==> src/rtl/paddle_input_ctrl_pkg.sv <==
// Shared constants and debounce state encoding for the paddle input controller.
// Pure declarations; no latency.
// No flow control.
package paddle_input_ctrl_pkg;

    localparam int RIGHT_BORDER  = 799;
    localparam int BOTTOM_BORDER = 599;

    typedef enum logic [1:0] {
        IDLE    = 2'd0,
        ARM     = 2'd1,
        HELD    = 2'd2,
        RELEASE = 2'd3
    } db_state_t;

    // Centre of an object from its top coordinate and height, widened so it never wraps.
    function automatic logic [11:0] center12(input logic [10:0] pos, input logic [8:0] size);
        logic [11:0] half;
        half = {3'b000, size} >> 1;
        return {1'b0, pos} + half;
    endfunction

endpackage

==> src/rtl/paddle_input_ctrl_if.sv <==
// Button/tracker inputs and paddle command outputs of the paddle input controller.
// Wires only; no latency.
// No flow control: level commands and single-cycle pulses.
interface paddle_input_ctrl_if;
    logic        btnUpRaw;
    logic        btnDownRaw;
    logic        autoMode;
    logic        frameTick;
    logic [10:0] ballY;
    logic [8:0]  ballSize;
    logic [10:0] paddleY;
    logic [8:0]  paddleSize;
    logic        up;
    logic        down;
    logic        upPress;
    logic        downPress;

    modport master (
        input  btnUpRaw, btnDownRaw, autoMode, frameTick,
        input  ballY, ballSize, paddleY, paddleSize,
        output up, down, upPress, downPress
    );

    modport slave (
        output btnUpRaw, btnDownRaw, autoMode, frameTick,
        output ballY, ballSize, paddleY, paddleSize,
        input  up, down, upPress, downPress
    );
endinterface

==> src/rtl/paddle_input_ctrl_debounce_fsm.sv <==
// Synchronizes one raw pushbutton and debounces it into a level plus a press pulse.
// Latency: SYNC_STAGES + DEBOUNCE_CYCLES + 1 cycles from raw edge to level/press.
// No backpressure; any bounce restarts the stability count.
module debounce_fsm
    import paddle_input_ctrl_pkg::*;
#(
    parameter int SYNC_STAGES     = 2,
    parameter int DEBOUNCE_CYCLES = 400000,
    parameter int CNT_W           = 19
) (
    input  logic clk,
    input  logic reset,
    input  logic raw,
    output logic level,
    output logic press
);

    localparam logic [CNT_W-1:0] CNT_LAST = CNT_W'(DEBOUNCE_CYCLES - 1);

    logic [SYNC_STAGES-1:0] sync;
    logic                   s;
    db_state_t              state, state_nxt;
    logic [CNT_W-1:0]       cnt, cnt_nxt;
    logic                   level_nxt, press_nxt;

    assign s = sync[SYNC_STAGES-1];

    always_ff @(posedge clk or negedge reset) begin
        if (!reset) begin
            sync  <= '0;
            state <= IDLE;
            cnt   <= '0;
            level <= 1'b0;
            press <= 1'b0;
        end else begin
            sync  <= {sync[SYNC_STAGES-2:0], raw};
            state <= state_nxt;
            cnt   <= cnt_nxt;
            level <= level_nxt;
            press <= press_nxt;
        end
    end

    always_comb begin
        state_nxt = state;
        cnt_nxt   = cnt;
        level_nxt = level;
        press_nxt = 1'b0;
        case (state)
            IDLE: begin
                if (s) begin
                    state_nxt = ARM;
                    cnt_nxt   = '0;
                end
            end
            ARM: begin
                if (!s) begin
                    state_nxt = IDLE;
                    cnt_nxt   = '0;
                end else if (cnt == CNT_LAST) begin
                    state_nxt = HELD;
                    cnt_nxt   = '0;
                    level_nxt = 1'b1;
                    press_nxt = 1'b1;
                end else begin
                    cnt_nxt = cnt + 1'b1;
                end
            end
            HELD: begin
                if (!s) begin
                    state_nxt = RELEASE;
                    cnt_nxt   = '0;
                end
            end
            RELEASE: begin
                if (s) begin
                    state_nxt = HELD;
                    cnt_nxt   = '0;
                end else if (cnt == CNT_LAST) begin
                    state_nxt = IDLE;
                    cnt_nxt   = '0;
                    level_nxt = 1'b0;
                end else begin
                    cnt_nxt = cnt + 1'b1;
                end
            end
            default: begin
                state_nxt = IDLE;
                cnt_nxt   = '0;
                level_nxt = 1'b0;
            end
        endcase
    end

endmodule

==> src/rtl/paddle_input_ctrl.sv <==
// Turns debounced buttons or a frame-paced ball tracker into exclusive up/down paddle commands.
// Latency: manual 1 cycle after debounced level; auto registered on frameTick.
// No backpressure; commands forced low on the cycle autoMode changes.
module paddle_input_ctrl
    import paddle_input_ctrl_pkg::*;
#(
    parameter int SYNC_STAGES     = 2,
    parameter int DEBOUNCE_CYCLES = 400000,
    parameter int CNT_W           = 19,
    parameter int DEADBAND        = 4
) (
    input  logic                   clk,
    input  logic                   reset,
    paddle_input_ctrl_if.master    pif
);

    localparam logic [11:0] DB_W = 12'(DEADBAND);

    logic        db_up, db_dn;
    logic        mode_q, mode_chg;
    logic        up_q, dn_q;
    logic [11:0] ball_c, pad_c;
    logic        auto_up, auto_dn;

    debounce_fsm #(
        .SYNC_STAGES     (SYNC_STAGES),
        .DEBOUNCE_CYCLES (DEBOUNCE_CYCLES),
        .CNT_W           (CNT_W)
    ) u_db_up (
        .clk   (clk),
        .reset (reset),
        .raw   (pif.btnUpRaw),
        .level (db_up),
        .press (pif.upPress)
    );

    debounce_fsm #(
        .SYNC_STAGES     (SYNC_STAGES),
        .DEBOUNCE_CYCLES (DEBOUNCE_CYCLES),
        .CNT_W           (CNT_W)
    ) u_db_dn (
        .clk   (clk),
        .reset (reset),
        .raw   (pif.btnDownRaw),
        .level (db_dn),
        .press (pif.downPress)
    );

    assign ball_c   = center12(pif.ballY, pif.ballSize);
    assign pad_c    = center12(pif.paddleY, pif.paddleSize);
    assign auto_up  = (ball_c + DB_W) < pad_c;
    assign auto_dn  = ball_c > (pad_c + DB_W);
    assign mode_chg = pif.autoMode != mode_q;

    always_ff @(posedge clk or negedge reset) begin
        if (!reset) begin
            mode_q <= 1'b0;
            up_q   <= 1'b0;
            dn_q   <= 1'b0;
        end else begin
            mode_q <= pif.autoMode;
            if (!pif.autoMode) begin
                up_q <= db_up & ~db_dn;
                dn_q <= db_dn & ~db_up;
            end else if (mode_chg) begin
                // Entering auto: stay idle until the first tracker decision.
                up_q <= 1'b0;
                dn_q <= 1'b0;
            end else if (pif.frameTick) begin
                up_q <= auto_up;
                dn_q <= auto_dn & ~auto_up;
            end
        end
    end

    assign pif.up   = up_q & ~mode_chg;
    assign pif.down = dn_q & ~mode_chg;

endmodule

==> src/flat_wrapper.sv <==
// flat-port wrapper written by rule: the top's interface ports become plain ports
module paddle_input_ctrl_flat import paddle_input_ctrl_pkg::*;
#(
    parameter int SYNC_STAGES     = 2,
    parameter int DEBOUNCE_CYCLES = 400000,
    parameter int CNT_W           = 19,
    parameter int DEADBAND        = 4
)
  (clk, reset, pif_btnUpRaw, pif_btnDownRaw, pif_autoMode, pif_frameTick, pif_ballY, pif_ballSize, pif_paddleY, pif_paddleSize, pif_up, pif_down, pif_upPress, pif_downPress);
  paddle_input_ctrl_if pif_i ();
  input  logic clk;
  input  logic reset;
  input wire logic [$bits(pif_i.btnUpRaw)-1:0] pif_btnUpRaw;
  input wire logic [$bits(pif_i.btnDownRaw)-1:0] pif_btnDownRaw;
  input wire logic [$bits(pif_i.autoMode)-1:0] pif_autoMode;
  input wire logic [$bits(pif_i.frameTick)-1:0] pif_frameTick;
  input wire logic [$bits(pif_i.ballY)-1:0] pif_ballY;
  input wire logic [$bits(pif_i.ballSize)-1:0] pif_ballSize;
  input wire logic [$bits(pif_i.paddleY)-1:0] pif_paddleY;
  input wire logic [$bits(pif_i.paddleSize)-1:0] pif_paddleSize;
  output wire logic [$bits(pif_i.up)-1:0] pif_up;
  output wire logic [$bits(pif_i.down)-1:0] pif_down;
  output wire logic [$bits(pif_i.upPress)-1:0] pif_upPress;
  output wire logic [$bits(pif_i.downPress)-1:0] pif_downPress;
  assign pif_i.btnUpRaw = pif_btnUpRaw;
  assign pif_i.btnDownRaw = pif_btnDownRaw;
  assign pif_i.autoMode = pif_autoMode;
  assign pif_i.frameTick = pif_frameTick;
  assign pif_i.ballY = pif_ballY;
  assign pif_i.ballSize = pif_ballSize;
  assign pif_i.paddleY = pif_paddleY;
  assign pif_i.paddleSize = pif_paddleSize;
  assign pif_up = pif_i.up;
  assign pif_down = pif_i.down;
  assign pif_upPress = pif_i.upPress;
  assign pif_downPress = pif_i.downPress;
  paddle_input_ctrl #(.SYNC_STAGES(SYNC_STAGES), .DEBOUNCE_CYCLES(DEBOUNCE_CYCLES), .CNT_W(CNT_W), .DEADBAND(DEADBAND)) u_core (.clk(clk), .reset(reset), .pif(pif_i));
endmodule
==> config.mk <==
export PLATFORM = sky130hd
export DESIGN_NAME = paddle_input_ctrl_flat
export DESIGN_NICKNAME = d
export VERILOG_FILES = /design/src/rtl/paddle_input_ctrl_pkg.sv /design/src/rtl/paddle_input_ctrl_if.sv /design/src/rtl/paddle_input_ctrl_debounce_fsm.sv /design/src/rtl/paddle_input_ctrl.sv /design/src/flat_wrapper.sv
export SDC_FILE = /design/constraint.sdc
export NUM_CORES = 1
export LEC_CHECK = 0
export ABC_AREA = 1
export CORE_ASPECT_RATIO = 0.9
export CORE_MARGIN = 3
export CORE_UTILIZATION = 45
export CTS_BUF_LIST = sky130_fd_sc_hd__clkbuf_16
export DETAILED_ROUTE_END_ITERATION = 12
export PLACE_DENSITY = 0.63
export SLEW_MARGIN = 20
export SYNTH_ARGS = -nofsm -noshare
export SYNTH_HDL_FRONTEND = slang
export SYNTH_SLANG_ARGS = --single-unit
==> constraint.sdc <==
create_clock -name clk -period 2.1 [get_ports clk]
set_clock_uncertainty 0.1 [all_clocks]
set_input_delay 0.21 -clock clk [delete_from_list [all_inputs] [get_ports clk]]
set_output_delay 0.21 -clock clk [all_outputs]
set_load 0.1 [all_outputs]
==> impl_metrics.toml <==
[status]
status = "finished, violations left"
violations = "negative setup slack"

[finish]
filler_cell_count = 786
seq_area_sq_um = 1326
multi_input_area_sq_um = 3271
fin_cells = 895
final_cell_mix = "122 x nand2_1, 96 x inv_1, 92 x buf_4"
layout_commonest_cell = "nand2_1"
nNetsFinal = 861
synthToLayoutAreaGrowth_pct = 45.95
antennaDiodeCount = 0
drive_gt1_share_pct = 29.37

[floorplan]
row_count = 33
core_sq_um = 9373
die_area_sq_um = 11120
start_util_pct = 47.47
fp.dieW_um = 110.8
top_level_ports = 50
die_h_um = 100.3

[routing]
firstDrtPassIters = 5
dr_wl_met3_um = 546
met1_length_um = 5083
wl_per_cell_um = 13.03
drc_errors = 0
final_antenna_net_count = 0
top_layer_used = "met4"
vias = 4638
viasPerCell = 5.182
finalWirelength_um = 11660
met2_length_um = 5838
drtIter0Drc = 223

[clock_network]
tritoncts = "yes"
cts_num_sinks = 53
cts_root_buffer = "clkbuf_16"
clkSlewWorstSetupHoldPaths_ns = 0.07
insertion_delay_ns = 0.29
numCtsBuffers = 5
clock_path_buffers = 2
htree_levels = 2

[logic_synthesis]
netlist_instances = 628
synth_seq_cells = 53
synthFlopType = "dfrtp_1"
syn_nets = 717
avgSynthCellArea_sq_um = 7.085
yosysUniqueCellTypes = 34
yosysWarnings = 0
synth-async-reset-ratio_pct = 100.0
ys_seq_area_share_pct = 29.81
syn_area_sq_um = 4449
synth_edf_count = 0

[placed_design]
dp_slack_ns = -1.567
dp.cells = 867
gp_congestion = 0.8680
dp_hpwl_um = 8558
io_buffers = 47

[setup_path]
regToRegStartpoint = "u_core.u_db_dn.cnt[0]$_DFFE_PN0P_"
r2r_end = "u_core.u_db_dn.cnt[16]$_DFFE_PN0P_"
critPathMaxFanout = 3
worstPathRequired_ns = 2.18
critPathKind = "in -> reg"
crit_arrival_ns = 2.97
cp-start-kind = "input pin"
rrSetupSlack_ns = 0.14
reg2regPathDepth = 10
cp-end-kind = "flip-flop"

[sta]
finalCritPeriodShare_pct = 137.5
max_freq_ghz = 0.3463
rsz0062_at_grt = "true"
hold_violations = 0
setup_ws_ns = -0.7878
whs_ns = 0.1611
tightest_slew_ns = 0.4470
maxSlewViolCount = 0
setup-violations-final = 2
relSlewSlack_pct = 69.98
min_period_ns = 2.888

[grt]
grt_pass1_wl_um = 19340
first_global_vias = 4442
overflow = 0
grt_max_degree = 28
track_usage_pct = 20.46
antenna_found_initial = 0

[power]
p_leak_uw = 0.003037
powerDensity_nw_per_um2 = 639.0
peakVddDrop_v = 0.0006119

[worst_hold_path]
min_path_type = "in -> async"

[run]
cap_viol_max_count = 0
metal layers:
metal	vias up	track usage [%]
li1	2362	-
met4	0	5.019
met1	2133	25.94
met2	119	36.99
met5	-	0
met3	24	2.954
timing repair:
action,in CTS,in global routing
endpoints found under the setup margin,2,14
resized for setup,120,43
buffers inserted,12,9
hold buffers,1,0
pin swaps,60,34
hold endpoints to repair,53,0
area by class of cell:
type	instances	area share [%]
multi-input combinational	461	50.37
sequential	53	20.42
timing repair buffer	141	17.94
inverter	110	6.358
tap	122	2.351
clock buffer	5	1.927
clock inverter	3	0.6358
cell usage after synthesis (4+ instances only):
cell / count / area share, %
nor3_1: 17 / 1.9
o21bai_1: 6 / 1.0
nand2_1: 142 / 12
nand4_1: 19 / 2.7
o31ai_1: 4 / 0.67
xor2_1: 25 / 4.9
nor2_1: 51 / 4.3
dfrtp_1: 53 / 30
o21ai_0: 31 / 3.5
ha_1: 41 / 12
o22ai_1: 16 / 2.2
inv_1: 110 / 9.3
nand3_1: 43 / 4.8
xnor2_1: 10 / 2.0
a21oi_1: 27 / 3.0
nor4_1: 6 / 0.84
how the worst max path moves through the flow:
stage | start | end | slack (ns) | cells past startpoint
floorplan | pif_paddleSize[1] | u_core.dn_q$_DFFE_PN0P_ | -0.75 | 24
global placement | pif_paddleSize[1] | u_core.dn_q$_DFFE_PN0P_ | -1.48 | 23
detailed placement | pif_paddleSize[1] | u_core.dn_q$_DFFE_PN0P_ | -1.57 | 23
CTS | pif_paddleY[0] | u_core.dn_q$_DFFE_PN0P_ | -0.77 | 25
global route | pif_paddleY[0] | u_core.dn_q$_DFFE_PN0P_ | -0.99 | 21
finish | pif_paddleY[0] | u_core.dn_q$_DFFE_PN0P_ | -0.79 | 21
cell families (layout without fill, tap and decap cells):
| kind of cell | count (synthesis) | count (layout) | share of synthesized area (%) |
|---|---|---|---|
| AOI/OAI and AO/OA | 96 | 96 | 12.82 |
| xor gates and xnor gates | 37 | 37 | 7.621 |
| adders and majority gates | 43 | 43 | 12.43 |
| buffers and inverters | 114 | 259 | 9.674 |
| DFF | 53 | 53 | 29.81 |
| and+or+nand+nor | 285 | 285 | 27.64 |
worst max-delay path, cell delays in order:
cell      delay, ns
buf_6          0.07
ha_4           0.12
inv_2          0.04
fa_2           0.33
nand3b_1       0.17
nand2_2        0.09
nand4_1        0.09
o211ai_1       0.13
nand2_1        0.13
nor2_2         0.17
xor2_2         0.18
buf_4          0.14
xor2_1         0.17
ha_1           0.27
nand4_1        0.11
inv_2          0.06
buf_4          0.13
a211oi_2       0.16
nor2_1         0.06
nand2_1        0.07
a21oi_2        0.06
power breakdown:
| part | switching [uW] | internal, uW |
|---|---|---|
| logic | 1140 | 914 |
| clock network | 358 | 558 |
| registers | 67.2 | 1110 |
| total | 1570 | 2580 |
sequential cells by signal, summed over array words and instances (netlist names), 2 cells and up, named ones only:
name	flops
u_core.u_db_up.sync	2
u_core.u_db_dn.cnt	19
u_core.u_db_dn.sync	2
u_core.u_db_up.cnt	19
metrics by stage:
stage | setup TNS, ns | utilization, % | total power (uW) | instance area [sq um]
final | -1.429 | 69.28 | 4149 | 6494
after global routing | -1.876 | 69.28 | 4448 | 6494
after CTS | -1.354 | 66.92 | 4000 | 6272
after detailed placement | -3.024 | 61.10 | 2904 | 5727
after global placement | -2.859 | 61.10 | 2864 | 5727
after floorplan | -1.225 | - | 2226 | 4556
No activity file was read; power rests on OpenSTA's default activity.
